[config.mk]
export PLATFORM = sky130hd
export DESIGN_NAME = sensor_seq_ctrl
export DESIGN_NICKNAME = d
export VERILOG_FILES = /design/src/rtl/sensor_seq_pkg.sv /design/src/rtl/arrival_tracker.sv /design/src/rtl/sensor_seq_ctrl.sv
export SDC_FILE = /design/constraint.sdc
export NUM_CORES = 1
export LEC_CHECK = 0
export CAP_MARGIN = 20
export CORE_ASPECT_RATIO = 1.2
export CORE_MARGIN = 8
export CORE_UTILIZATION = 33
export CTS_BUF_LIST = sky130_fd_sc_hd__clkbuf_16
export DETAILED_ROUTE_END_ITERATION = 16
export GPL_TIMING_DRIVEN = 0
export MAX_ROUTING_LAYER = met4
export PLACE_DENSITY = 0.55
export SLEW_MARGIN = 30
export SYNTH_ARGS = -nofsm -noshare
export SYNTH_HDL_FRONTEND = slang
export SYNTH_SLANG_ARGS = --single-unit
[constraint.sdc]
create_clock -name clk -period 2.3 [get_ports clk]
set_input_delay 0.46 -clock clk [delete_from_list [all_inputs] [get_ports clk]]
set_output_delay 0.46 -clock clk [all_outputs]
set_load 0.03 [all_outputs]
[src/rtl/sensor_seq_pkg.sv]
// Shared types and helpers for the N-channel arrival-order sequencer.
// Holds the state encoding and the lowest-set-bit search used by the tracker.
package sensor_seq_pkg;

  localparam int unsigned STATE_W    = 3;
  localparam int unsigned MAX_CH     = 8;
  localparam int unsigned MAX_IDX_W  = 3;

  typedef enum logic [STATE_W-1:0] {
    StIdle    = 3'd0,
    StCollect = 3'd1,
    StArmed   = 3'd2,
    StActive  = 3'd3,
    StDone    = 3'd4,
    StTimeout = 3'd5
  } state_e;

  // Lowest asserted index wins; returns 0 for an all-zero vector.
  function automatic logic [MAX_IDX_W-1:0] lowest_set_idx(logic [MAX_CH-1:0] vec);
    logic [MAX_IDX_W-1:0] idx;
    idx = '0;
    for (int i = MAX_CH - 1; i >= 0; i--) begin
      if (vec[i]) begin
        idx = MAX_IDX_W'(i);
      end
    end
    return idx;
  endfunction

endpackage

[src/rtl/arrival_tracker.sv]
// Sticky record of which event channels have fired and which fired first.
// Capture is gated by the controller; clear and reset return everything to zero.
module arrival_tracker
  import sensor_seq_pkg::*;
#(
  parameter  int unsigned N_CH  = 4,
  localparam int unsigned IDX_W = $clog2(N_CH)
) (
  input  logic             clk,
  input  logic             rst,
  input  logic             clear,
  input  logic             capture_en,
  input  logic [N_CH-1:0]  evt,
  output logic [N_CH-1:0]  seen_o,
  output logic [IDX_W-1:0] first_o,
  output logic             first_vld_o,
  output logic             all_seen_o
);

  logic [N_CH-1:0]   seen_q, seen_d;
  logic [IDX_W-1:0]  first_q, first_d;
  logic              first_vld_q, first_vld_d;
  logic [MAX_CH-1:0] evt_pad;

  always_comb begin
    evt_pad             = '0;
    evt_pad[N_CH-1:0]   = evt;
    seen_d              = seen_q;
    first_d             = first_q;
    first_vld_d         = first_vld_q;
    if (clear) begin
      seen_d      = '0;
      first_d     = '0;
      first_vld_d = 1'b0;
    end else if (capture_en) begin
      seen_d = seen_q | evt;
      // Only the very first non-empty sample sets the first-arrival index.
      if (!first_vld_q && (|evt)) begin
        first_d     = IDX_W'(lowest_set_idx(evt_pad));
        first_vld_d = 1'b1;
      end
    end
  end

  always_ff @(posedge clk) begin
    if (rst) begin
      seen_q      <= '0;
      first_q     <= '0;
      first_vld_q <= 1'b0;
    end else begin
      seen_q      <= seen_d;
      first_q     <= first_d;
      first_vld_q <= first_vld_d;
    end
  end

  assign seen_o      = seen_q;
  assign first_o     = first_q;
  assign first_vld_o = first_vld_q;
  // Looks ahead at this cycle's events so completion is seen on the same edge.
  assign all_seen_o  = &(seen_q | evt);

endmodule

[src/rtl/sensor_seq_ctrl.sv]
// Arrival-order sequencer: collects channel events, arms once all are seen,
// then drives a fixed-length actuator pulse; reports done or timeout until cleared.
module sensor_seq_ctrl
  import sensor_seq_pkg::*;
#(
  parameter  int unsigned N_CH    = 4,
  parameter  int unsigned CNT_W   = 8,
  parameter  int unsigned ACT_CYC = 3,
  localparam int unsigned IDX_W   = $clog2(N_CH)
) (
  input  logic               clk,
  input  logic               rst,
  input  logic [N_CH-1:0]    evt_i,
  input  logic               en_i,
  input  logic               clr_i,
  input  logic [CNT_W-1:0]   timeout_i,
  output logic [N_CH-1:0]    seen_o,
  output logic [IDX_W-1:0]   first_o,
  output logic               first_vld_o,
  output logic               act_o,
  output logic               done_o,
  output logic               err_o,
  output logic [STATE_W-1:0] state_o
);

  localparam logic [CNT_W-1:0] ActLast = CNT_W'(ACT_CYC - 1);

  state_e           state_q, state_d;
  logic [CNT_W-1:0] cnt_q, cnt_d;
  logic             act_q, done_q, err_q;
  logic             trk_clear, trk_capture, all_seen;

  arrival_tracker #(
    .N_CH (N_CH)
  ) u_arrival_tracker (
    .clk         (clk),
    .rst         (rst),
    .clear       (trk_clear),
    .capture_en  (trk_capture),
    .evt         (evt_i),
    .seen_o      (seen_o),
    .first_o     (first_o),
    .first_vld_o (first_vld_o),
    .all_seen_o  (all_seen)
  );

  always_comb begin
    state_d     = state_q;
    cnt_d       = cnt_q;
    trk_clear   = 1'b0;
    trk_capture = 1'b0;
    if (clr_i) begin
      state_d   = StIdle;
      cnt_d     = '0;
      trk_clear = 1'b1;
    end else begin
      unique case (state_q)
        StIdle: begin
          trk_capture = 1'b1;
          cnt_d       = '0;
          if (|evt_i) begin
            state_d = all_seen ? StArmed : StCollect;
          end
        end
        StCollect: begin
          trk_capture = 1'b1;
          // Completion takes precedence over a coincident timeout match.
          if (all_seen) begin
            state_d = StArmed;
          end else if ((timeout_i != '0) && (cnt_q == timeout_i - CNT_W'(1))) begin
            state_d = StTimeout;
          end else begin
            cnt_d = cnt_q + CNT_W'(1);
          end
        end
        StArmed: begin
          if (en_i) begin
            state_d = StActive;
            cnt_d   = '0;
          end
        end
        StActive: begin
          if (cnt_q == ActLast) begin
            state_d = StDone;
          end else begin
            cnt_d = cnt_q + CNT_W'(1);
          end
        end
        StDone, StTimeout: begin
          state_d = state_q;
        end
        default: begin
          state_d   = StIdle;
          cnt_d     = '0;
          trk_clear = 1'b1;
        end
      endcase
    end
  end

  // Status outputs are decoded from the next state so they register with it.
  always_ff @(posedge clk) begin
    if (rst) begin
      state_q <= StIdle;
      cnt_q   <= '0;
      act_q   <= 1'b0;
      done_q  <= 1'b0;
      err_q   <= 1'b0;
    end else begin
      state_q <= state_d;
      cnt_q   <= cnt_d;
      act_q   <= (state_d == StActive);
      done_q  <= (state_d == StDone);
      err_q   <= (state_d == StTimeout);
    end
  end

  assign act_o   = act_q;
  assign done_o  = done_q;
  assign err_o   = err_q;
  assign state_o = state_q;

endmodule

==> flow_metrics.env, run 1 <==
export IMPL_power_leakage_nw=0.708
export IMPL_end_kind="register"
export IMPL_timing_clock_skew_ps=3.25
export IMPL_grt_setup_unrepaired="no"
export IMPL_worst_skew_late_latency_ps=250
export IMPL_timing_max_slew_rel_slack_pct=66.2
export IMPL_clkSlewWorstSetupHoldPaths_ps=60
export IMPL_ctsRootBufferMaster="sky130_fd_sc_hd__clkbuf_16"
export IMPL_layout_cells_most_common="sky130_fd_sc_hd__clkdlybuf4s50_1"
export IMPL_initial_utilization_pct=34.2
export IMPL_final_hold_violation_count=0
export IMPL_insertedDiodeCount=0
export IMPL_globalRouteOverflowTotal=0
export IMPL_netlist_instances=164
export IMPL_floorplan_die_height_um=86.0
export IMPL_min_path_type="register to register"
export IMPL_critical_path_startpoint_type="input port"
export IMPL_proportion_of_netlist_area_held_by_the_largest_area_contributor_pct=31.2
export IMPL_final_seq_area_um2=420
export IMPL_post_synth_cell_area_avg_um2=8.22
export IMPL_worst_slew_pin_slew_ps=504
export IMPL_vias_in_the_first_global_route=1297
export IMPL_port_buffer_count=28
export IMPL_cts_htree_levels=1
export IMPL_boundaryPins=29
export IMPL_synth_edff_count=0
export IMPL_drtIter0Drc=21
export IMPL_floorplan_rows=25
export IMPL_cts_tree="done"
export IMPL_routed_wire_length_per_instance_um=14.0
export IMPL_synthesis_yosys_warnings=0
export IMPL_drt_total_wl_um=3550
export IMPL_drv_slew=0
export IMPL_drt_drc_violations_left=0
export IMPL_postSynthNetCount=183
export IMPL_grtUsageTotal_pct=11.8
export IMPL_cp_data_required_time_ps=2440
export IMPL_worst_endpoint_arrival_ps=2380
export IMPL_finalCoreUtilization_pct=46.7
export IMPL_setup_violating_endpoint_count_in_the_final_report=0
export IMPL_yosys_top_cells_area="sky130_fd_sc_hd__dfxtp_1 31%, sky130_fd_sc_hd__mux2i_1 5.2%, sky130_fd_sc_hd__nor2_1 5.0%"
export IMPL_worst_path_max_fanout=4
export IMPL_result_of_the_run="complete, no violations"
export IMPL_finish_cell_count_without_fillers=254
export IMPL_crit_chain="buf_2 > or4_4 > buf_4 > o31a_1 > o31ai_4 > a21boi_4 > mux2_4"
export IMPL_post_route_worst_setup_slack_ps=56.1
export IMPL_power_density_nw_per_um2=486
export IMPL_dpl_cell_count=246
export IMPL_final_cell_mix="22 x sky130_fd_sc_hd__clkdlybuf4s50_1, 21 x sky130_fd_sc_hd__dfxtp_1, 18 x sky130_fd_sc_hd__nor2_1, 15 x sky130_fd_sc_hd__nand2_1, 9 x sky130_fd_sc_hd__a21oi_1"
export IMPL_fmaxAchievable_ghz=0.446
export IMPL_place_congestion=0.809
export IMPL_multiInputGateArea_um2=921
export IMPL_cts_hold_repair_buffers=0
export IMPL_die_area_um2=6400
export IMPL_drtAntennaViolNets=0
export IMPL_period_minus_slack_ps=2240
export IMPL_timing_final_crit_share_pct=97.6
export IMPL_ir_worst_vdd_mv=0.298
export IMPL_timing_setup_critical_path_class="input port to register"
export IMPL_max_cap_violations=0
export IMPL_fin_tns_setup_ps=0
export IMPL_synthDistinctLibCells=45
export IMPL_core_area_um2=3940
export IMPL_syn_area_um2=1350
export IMPL_die_width_um=74.4
export IMPL_flow_area_growth_from_synthesis_pct=36.5
export IMPL_post_synth_top_flop="sky130_fd_sc_hd__dfxtp_1"
export IMPL_slowest_stage="sky130_fd_sc_hd__or4_4"
export IMPL_report_power_total_w=0.000894
export IMPL_num_vias=1294
export IMPL_cts_inserted_buffers=3
export IMPL_cts_num_sinks=21
export IMPL_cts_root_to_sink_buffers=2
export IMPL_ratio_of_cells_with_drive_above_1_in_the_final_layout_pct=14.0
export IMPL_synthDominantAreaCellType="sky130_fd_sc_hd__dfxtp_1"
export IMPL_dp_slack_ps=-605
export IMPL_fin_nets=220
export IMPL_async_reset_ff_share_pct=0
export IMPL_grt_pass1_wl_um=5890
export IMPL_ys_seq_area_share_pct=31.2
export IMPL_yosys_register_bits=21
export IMPL_firstDrtPassIters=7
export IMPL_grt_antenna_before_repair=0
export IMPL_crit_path_max_incr_delay_ps=540
export IMPL_number_of_filler_cells_placed_in_the_layout=427
export IMPL_largest_net_degree_at_the_start_of_global_routing=12
export IMPL_vias_per_cell=5.09
export IMPL_dp_hpwl_um=2740
path summary, 6_finish.rpt:
check | from | end | slack [ps] | cells past startpoint
setup reg to reg | state_o[1] | cnt_q[0] | 150 | 7
setup / recovery | timeout_i[0] | cnt_q[0] | 60 | 7
hold / removal | u_arrival_tracker.first_o[1] | u_arrival_tracker.first_o[1] | 490 | 2
hold reg to reg | u_arrival_tracker.first_o[1] | u_arrival_tracker.first_o[1] | 490 | 2
what timing repair did:
action,in CTS,in global routing
cloned,0,0
setup endpoints to repair,11,6
buffers inserted,3,2
hold endpoints to repair,0,0
resized for setup,17,6
pin swaps,4,5
layer usage:
| metal | GRT usage [%] | vias up | wire [um] |
|---|---|---|---|
| li1 | - | 663 | - |
| met1 | 12.6 | 596 | 1480 |
| met2 | 20.0 | 30 | 1820 |
| met3 | 3.03 | 5 | 183 |
| met4 | 4.82 | 0 | 59 |
| met5 | - | - | 0 |
power breakdown:
group / switching (W) / internal [W] / total [W]
sequential: 0.00000618 / 0.000372 / 0.000379
clock: 0.000126 / 0.000231 / 0.000358
combinational: 0.0000835 / 0.0000746 / 0.000158
total: 0.000216 / 0.000678 / 0.000894
per-stage QoR:
step | area (um^2) | hold WS [ps]
after floorplan | 1350 | 467
after global placement | 1700 | 464
after detailed placement | 1700 | 473
after CTS | 1830 | 492
after global routing | 1840 | 507
final | 1840 | 488
layout make-up:
class / instances / area share, %
inverters: 7 / 1.43
clock buffers: 3 / 4.08
multi-input cells: 131 / 50.0
clock inverters: 1 / 0.204
plain buffers: 5 / 1.02
repair buffers: 32 / 16.7
flip-flops and latches: 21 / 22.8
well taps: 54 / 3.67
critical path, delay by kind of cell:
kind	cells	cell delay [ps]
AO/OA/AOI/OAI	3	800
buffers and inverters	2	290
multiplexers	1	300
AND/OR/NAND/NOR	1	540
Yosys cell counts (4+ instances only):
library cell	count
sky130_fd_sc_hd__nor3_1	5
sky130_fd_sc_hd__xor2_1	4
sky130_fd_sc_hd__and2_1	5
sky130_fd_sc_hd__nor2_1	18
sky130_fd_sc_hd__clkbuf_1	5
sky130_fd_sc_hd__a21oi_1	10
sky130_fd_sc_hd__inv_1	7
sky130_fd_sc_hd__o21ai_0	5
sky130_fd_sc_hd__xnor2_1	4
sky130_fd_sc_hd__nand4_1	4
sky130_fd_sc_hd__mux2i_1	7
sky130_fd_sc_hd__a22oi_1	5
sky130_fd_sc_hd__dfxtp_1	21
sky130_fd_sc_hd__nand2_1	15
sky130_fd_sc_hd__nand2b_1	6
sequential cells by signal, summed over array words and instances, names as in the netlist:
name / count
u_arrival_tracker.first_vld_o: 1
u_arrival_tracker.first_o: 2
state_o: 3
u_arrival_tracker.seen_o: 4
err_o: 1
done_o: 1
act_o: 1
cnt_q: 8
cells by family (layout without fill, tap and decap cells):
group                    after synthesis  in the layout  synth area share (%)
XOR/XNOR                               8              8                  5.19
multiplexers                           8              8                  6.31
flip-flops                            21             21                  31.2
AND/OR/NAND/NOR                       73             73                  28.4
AO/OA/AOI/OAI                         39             39                  22.8
buffers and inverters                 12             48                  3.34
adder cells (fa/ha/maj)                3              3                  2.78
(Power assumes the default switching activity.)
==> inputs of run 2 (changes only) <==
Settings changed: PLACE_DENSITY 0.55 to 0.54, SYNTH_HIERARCHICAL from default to 1.
==> run 2 against run 1 <==
Wire length up 6.0%; final cell count up 3.1%; combinational power grew 5%; largest power group unchanged; sequential cell count is the same; first-iteration DRC count is 29% lower; non-clock buffer count unchanged; critical path depth up 2; utilization about the same; design area rose by 7.3%.
==> flow_metrics.env, run 2 <==
export IMPL_result_of_the_run="complete, no violations"
export IMPL_timing_hold_worst_path_depth=2
export IMPL_vias_per_cell=5.28
export IMPL_hold_start="u_arrival_tracker/seen_o[3]"
export IMPL_postPlaceCellArea_um2=1800
export IMPL_dpl_cell_count=253
export IMPL_crit_chain="inv_1 > ha_2 > nor4b_2 > and3_4 > o21bai_1 > a221o_1 > a311oi_4 > a21oi_1 > nand2b_1"
export IMPL_timing_clock_skew_ps=1.98
export IMPL_timing_critical_path_from="cnt_q[0]"
export IMPL_ratio_of_cells_with_drive_above_1_in_the_final_layout_pct=24.8
export IMPL_r2r_slack_ps=60
export IMPL_cts_num_sinks=21
export IMPL_flow_area_growth_from_synthesis_pct=36.4
export IMPL_cp_data_required_time_ps=2440
export IMPL_critical_path_top_delay_family="compound AO/OA/AOI/OAI gates"
export IMPL_power_spent_charging_and_discharging_nets_w=0.000225
export IMPL_power_sequential_fraction_pct=41.8
export IMPL_finish_cell_count_without_fillers=262
export IMPL_drv_slew=0
export IMPL_top_register="cnt_q"
export IMPL_vias_in_the_first_global_route=1386
export IMPL_num_vias=1384
export IMPL_synth_edff_count=0
export IMPL_port_buffer_count=28
export IMPL_timing_setup_critical_path_class="register to register"
export IMPL_globalRouteOverflowTotal=0
export IMPL_fin_nets=226
export IMPL_cts_htree_levels=1
export IMPL_async_reset_ff_share_pct=0
export IMPL_drtAntennaViolNets=0
export IMPL_yosys_register_bits=21
export IMPL_ctsRootBufferMaster="sky130_fd_sc_hd__clkbuf_16"
export IMPL_cts_root_to_sink_buffers=2
export IMPL_setup_violating_endpoint_count_in_the_final_report=0
export IMPL_p_int_w=0.000679
export IMPL_max_reg_flops=8
export IMPL_die_width_um=76.5
export IMPL_min_path_type="register to register"
export IMPL_largest_net_degree_at_the_start_of_global_routing=13
export IMPL_routed_wire_length_per_instance_um=14.4
export IMPL_grt_pass1_wl_um=6220
export IMPL_proportion_of_netlist_area_held_by_the_largest_area_contributor_pct=29.0
export IMPL_dp_hpwl_um=2890
export IMPL_postSynthNetCount=188
export IMPL_crit_path_max_incr_delay_ps=420
export IMPL_r2r_end="cnt_q[6]"
export IMPL_place_congestion=0.770
export IMPL_cts_inserted_buffers=3
export IMPL_post_synth_top_flop="sky130_fd_sc_hd__dfxtp_1"
export IMPL_insertedDiodeCount=0
export IMPL_switching_portion_of_total_power_pct=24.9
export IMPL_drt_total_wl_um=3760
export IMPL_worst_skew_late_latency_ps=250
export IMPL_yosys_top_cells_area="sky130_fd_sc_hd__dfxtp_1 29%, sky130_fd_sc_hd__nor2_1 5.4%, sky130_fd_sc_hd__a21oi_1 4.5%"
export IMPL_fmaxAchievable_ghz=0.446
export IMPL_hold_end="u_arrival_tracker/seen_o[3]"
export IMPL_max_cap_violations=0
export IMPL_initial_utilization_pct=34.2
export IMPL_hold_worst_slack_ps=502
export IMPL_ir_worst_vdd_mv=0.326
export IMPL_ff2ff_path_depth=9
export IMPL_post_synth_cell_area_avg_um2=8.57
export IMPL_core_area_um2=4230
export IMPL_synthDominantAreaCellType="sky130_fd_sc_hd__dfxtp_1"
export IMPL_synth_top_cells_by_count="21 x sky130_fd_sc_hd__dfxtp_1, 21 x sky130_fd_sc_hd__nor2_1, 13 x sky130_fd_sc_hd__a21oi_1"
export IMPL_synthesis_yosys_warnings=6
export IMPL_boundaryPins=29
export IMPL_end_kind="register"
export IMPL_firstDrtPassIters=4
export IMPL_power_leakage_nw=0.779
export IMPL_layout_cells_most_common="sky130_fd_sc_hd__nor2_1"
export IMPL_worst_endpoint_arrival_ps=2390
export IMPL_floorplan_die_height_um=88.6
export IMPL_worst_path_max_fanout=5
export IMPL_timing_max_slew_rel_slack_pct=58.3
export IMPL_drt_drc_violations_left=0
export IMPL_final_cell_mix="21 x sky130_fd_sc_hd__nor2_1, 19 x sky130_fd_sc_hd__dfxtp_1, 19 x sky130_fd_sc_hd__clkdlybuf4s50_1, 13 x sky130_fd_sc_hd__a21oi_1, 12 x sky130_fd_sc_hd__nand2_1"
export IMPL_grt_setup_unrepaired="yes"
export IMPL_comb_power_share_pct=18.3
export IMPL_critPathBufInv=1
export IMPL_number_of_filler_cells_placed_in_the_layout=442
export IMPL_timing_final_crit_share_pct=97.6
export IMPL_period_minus_slack_ps=2240
export IMPL_finalCoreUtilization_pct=46.7
export IMPL_ys_seq_area_share_pct=29.0
export IMPL_slowest_stage="sky130_fd_sc_hd__a311oi_4"
export IMPL_worst_slew_pin_slew_ps=621
export IMPL_floorplan_rows=26
export IMPL_power_density_nw_per_um2=458
export IMPL_grtUsageTotal_pct=11.5
export IMPL_clkSlewWorstSetupHoldPaths_ps=60
export IMPL_syn_area_um2=1450
export IMPL_die_area_um2=6770
export IMPL_grt_antenna_before_repair=0
export IMPL_clock_power_share_pct=39.9
export IMPL_final_hold_violation_count=0
export IMPL_finish_instance_area_um2=1970
export IMPL_timing_rr_start="cnt_q[0]"
export IMPL_critical_path_startpoint_type="register"
export IMPL_cts_tree="done"
export IMPL_drtIter0Drc=15
export IMPL_netlist_instances=169
export IMPL_synthDistinctLibCells=51
[run 2: cell count changes after synthesis, moves of 4 or more]
cell,previous run,this run
sky130_fd_sc_hd__a22oi_1,5,0
sky130_fd_sc_hd__nand4b_1,0,4
sky130_fd_sc_hd__clkbuf_1,5,0
sky130_fd_sc_hd__and2_1,5,0
[run 2: metrics by stage]
stage	worst slack [ps]	TNS (ps)	power, W
floorplan	33.5	0	0.000475
global placement	-771	-7820	0.000540
detailed placement	-811	-8310	0.000544
CTS	37.6	0	0.000915
global route	-66.7	-125	0.000947
finish	56.0	0	0.000904
[run 2: area by class of cell]
type                       count  area [um^2]  share of cell area [%]
buffer                         4         50.0                    2.53
multi-input combinational    136         1010                    51.1
sequential                    21          425                    21.5
timing repair buffer          33          309                    15.7
inverter                       8         30.0                    1.52
clock inverter                 1         5.00                   0.253
tap                           56         70.1                    3.55
clock buffer                   3         75.1                    3.80
[run 2: routing by layer]
layer	vias up	GRT usage [%]	routed length, um
li1	684	-	-
met1	653	11.9	1670
met2	39	21.0	1920
met3	8	1.52	105
met4	0	5.95	74
met5	-	-	0
[run 2: cells by family (layout without fill, tap and decap cells)]
logic type	Yosys count	count (layout)	share of synthesized area (%)
adder cells (fa/ha/maj)	3	3	2.59
flip-flops	21	21	29.0
AO/OA/AOI/OAI	37	37	19.8
XOR/XNOR	11	11	7.17
AND/OR/NAND/NOR	81	81	33.4
multiplexers	4	4	2.77
buffers and inverters	12	49	5.27
[run 2: power by group through the flow]
stage,Clock [W],Sequential (W),Combinational (W)
2_1_floorplan,0,0.000399,0.0000765
3_3_place_gp,0,0.000387,0.000153
3_5_place_dp,0,0.000387,0.000157
4_1_cts,0.000374,0.000378,0.000163
5_1_grt,0.000387,0.000379,0.000182
6_report,0.000361,0.000378,0.000166
[run 2: what timing repair did]
| action | in CTS | in global routing |
|---|---|---|
| gates cloned | 1 | 0 |
| buffers inserted | 5 | 3 |
| endpoints found under the setup margin | 11 | 10 |
| hold buffers | 0 | 0 |
| pin swaps | 13 | 3 |
| resized for setup | 24 | 15 |
[run 2: worst max-delay path by stage]
stage	end	cells after the start
detailed placement	cnt_q[3]	11
global route	cnt_q[6]	9
floorplan	cnt_q[2]	10
CTS	cnt_q[6]	9
finish	cnt_q[6]	9
global placement	done_o	11
[run 2: worst reg2reg max path, delay by kind of cell (launching register included)]
family | cells | cell delay [ps]
AO/OA/AOI/OAI | 4 | 1100
AND/OR/NAND/NOR | 3 | 500
flip-flops | 1 | 340
adder cells (fa/ha/maj) | 1 | 160
buffers and inverters | 1 | 40
==> inputs of run 3 (changes only) <==
Settings changed: GPL_TIMING_DRIVEN 0 to default.
==> run 3 against run 2 <==
Via count about the same; sequential cell count unchanged; maximum frequency down 0.40%; combinational power increased by 11%; register-to-register slack improved by 50 ps; critical path depth increased by 1; sequential share of layout area shrank 0.97 points; global-route usage increased by 0.93 points; design area increased by 3.8%; clock power hardly changed; largest power group unchanged.
==> flow_metrics.env, run 3 (synthesized netlist as in run 2, its figures left out) <==
export IMPL_result_of_the_run="complete, no violations"
export IMPL_power_leakage_nw=0.824
export IMPL_min_path_type="register to register"
export IMPL_crit_path_max_incr_delay_ps=400
export IMPL_end_kind="register"
export IMPL_fin_tns_setup_ps=0
export IMPL_comb_power_share_pct=20.0
export IMPL_fmaxAchievable_ghz=0.444
export IMPL_floorplan_die_height_um=88.6
export IMPL_cts_tree="done"
export IMPL_drt_drc_violations_left=0
export IMPL_cp_data_required_time_ps=2450
export IMPL_vias_in_the_first_global_route=1451
export IMPL_max_reg_flops=8
export IMPL_place_congestion=0.815
export IMPL_grt_pass1_wl_um=6670
export IMPL_worst_endpoint_arrival_ps=2400
export IMPL_timing_clock_skew_ps=4.12
export IMPL_multiInputGateArea_um2=1000
export IMPL_grt_antenna_before_repair=0
export IMPL_routed_wire_length_per_instance_um=14.4
export IMPL_setup_violating_endpoint_count_in_the_final_report=0
export IMPL_timing_final_crit_share_pct=98.0
export IMPL_final_cell_mix="22 x sky130_fd_sc_hd__buf_4, 20 x sky130_fd_sc_hd__nor2_1, 20 x sky130_fd_sc_hd__dfxtp_1, 20 x sky130_fd_sc_hd__clkdlybuf4s50_1, 12 x sky130_fd_sc_hd__nand2_1"
export IMPL_cts_num_sinks=21
export IMPL_period_minus_slack_ps=2250
export IMPL_boundaryPins=29
export IMPL_dp_slack_ps=-542
export IMPL_ratio_of_cells_with_drive_above_1_in_the_final_layout_pct=25.9
export IMPL_vias_per_cell=5.01
export IMPL_post_route_worst_setup_slack_ps=47.1
export IMPL_number_of_filler_cells_placed_in_the_layout=435
export IMPL_final_seq_area_um2=422
export IMPL_port_buffer_count=28
export IMPL_globalRouteOverflowTotal=0
export IMPL_hold_worst_slack_ps=502
export IMPL_clock_power_share_pct=38.9
export IMPL_cts_root_to_sink_buffers=2
export IMPL_floorplan_rows=26
export IMPL_power_density_nw_per_um2=450
export IMPL_drtAntennaViolNets=0
export IMPL_drtIter0Drc=42
export IMPL_slowest_stage="sky130_fd_sc_hd__a311oi_4"
export IMPL_worst_slew_pin_slew_ps=388
export IMPL_grt_setup_unrepaired="yes"
export IMPL_die_width_um=76.5
export IMPL_cts_inserted_buffers=3
export IMPL_insertedDiodeCount=0
export IMPL_timing_setup_critical_path_class="input port to register"
export IMPL_crit_chain="clkdlybuf4s15_1 > inv_1 > ha_2 > or3b_4 > nor3b_2 > o22a_2 > nor4_4 > a311oi_4 > a21oi_1 > nand2b_1"
export IMPL_switching_portion_of_total_power_pct=24.9
export IMPL_drt_total_wl_um=3970
export IMPL_worst_path_max_fanout=5
export IMPL_largest_net_degree_at_the_start_of_global_routing=12
export IMPL_fin_nets=240
export IMPL_ir_worst_vdd_mv=0.238
export IMPL_die_area_um2=6770
export IMPL_power_sequential_fraction_pct=41.0
export IMPL_worst_skew_late_latency_ps=250
export IMPL_grtUsageTotal_pct=12.4
export IMPL_core_area_um2=4230
export IMPL_layout_cells_most_common="sky130_fd_sc_hd__buf_4"
export IMPL_flow_area_growth_from_synthesis_pct=41.6
export IMPL_cts_htree_levels=1
export IMPL_top_register="cnt_q"
export IMPL_timing_max_slew_rel_slack_pct=73.9
export IMPL_clkSlewWorstSetupHoldPaths_ps=60
export IMPL_initial_utilization_pct=34.2
export IMPL_p_int_w=0.000693
export IMPL_num_vias=1383
export IMPL_dp_hpwl_um=3090
export IMPL_firstDrtPassIters=6
export IMPL_power_spent_charging_and_discharging_nets_w=0.000230
export IMPL_final_hold_violation_count=0
export IMPL_critical_path_startpoint_type="input port"
export IMPL_ctsRootBufferMaster="sky130_fd_sc_hd__clkbuf_16"
export IMPL_max_cap_violations=0
export IMPL_drv_slew=0
-- run 3: worst paths after layout --
| check | depth (start not counted) | end | start | slack (ps) |
|---|---|---|---|---|
| worst max-delay path | 10 | cnt_q[6] | timeout_i[1] | 50 |
| worst min-delay path | 2 | u_arrival_tracker/seen_o[3] | u_arrival_tracker/seen_o[3] | 500 |
| worst max register to register | 9 | cnt_q[6] | cnt_q[0] | 110 |
| worst min register to register | 2 | u_arrival_tracker/seen_o[3] | u_arrival_tracker/seen_o[3] | 500 |
-- run 3: critical path: cells and delay by family --
family | cells | cell delay, ps
AO/OA/AOI/OAI | 3 | 710
adder cells (fa/ha/maj) | 1 | 180
buffers and inverters | 2 | 250
AND/OR/NAND/NOR | 4 | 790
-- run 3: cell type report --
class                           instances  share of cell area, %
Clock inverter                          1                  0.183
Clock buffer                            3                   3.66
Tap cell                               56                   3.42
Inverter                                8                   1.47
Multi-Input combinational cell        136                   49.0
Timing Repair Buffer                   51                   21.7
Sequential cell                        21                   20.6
-- run 3: layer usage --
metal	vias up	GRT usage, %	wire length (um)
met3	4	3.15	165
li1	710	-	-
met5	-	-	0
met4	0	4.20	48
met2	24	22.5	1940
met1	645	13.0	1820
-- run 3: stage by stage --
| stage | power [W] | util [%] | cell area [um^2] | cells |
|---|---|---|---|---|
| 2_1_floorplan | 0.000475 | - | 1450 | 169 |
| 3_3_place_gp | 0.000565 | 45.7 | 1930 | 273 |
| 3_5_place_dp | 0.000566 | 45.7 | 1930 | 273 |
| 4_1_cts | 0.000933 | 48.0 | 2030 | 277 |
| 5_1_grt | 0.000964 | 48.5 | 2050 | 276 |
| 6_report | 0.000923 | 48.5 | 2050 | 276 |
-- run 3: repair_timing --
item                       CTS  global route
resized for setup           17             8
buffers inserted             2             1
pin swaps                    9            11
setup endpoints to repair   11             7
hold buffers                 0             0
hold endpoints to repair     0             0
-- run 3: power by group through the flow --
stage               clock (W)  combinational [W]  sequential (W)
floorplan                   0          0.0000765        0.000399
global placement            0           0.000178        0.000386
detailed placement          0           0.000180        0.000386
CTS                  0.000374           0.000181        0.000379
global route         0.000384           0.000201        0.000380
finish               0.000359           0.000185        0.000379
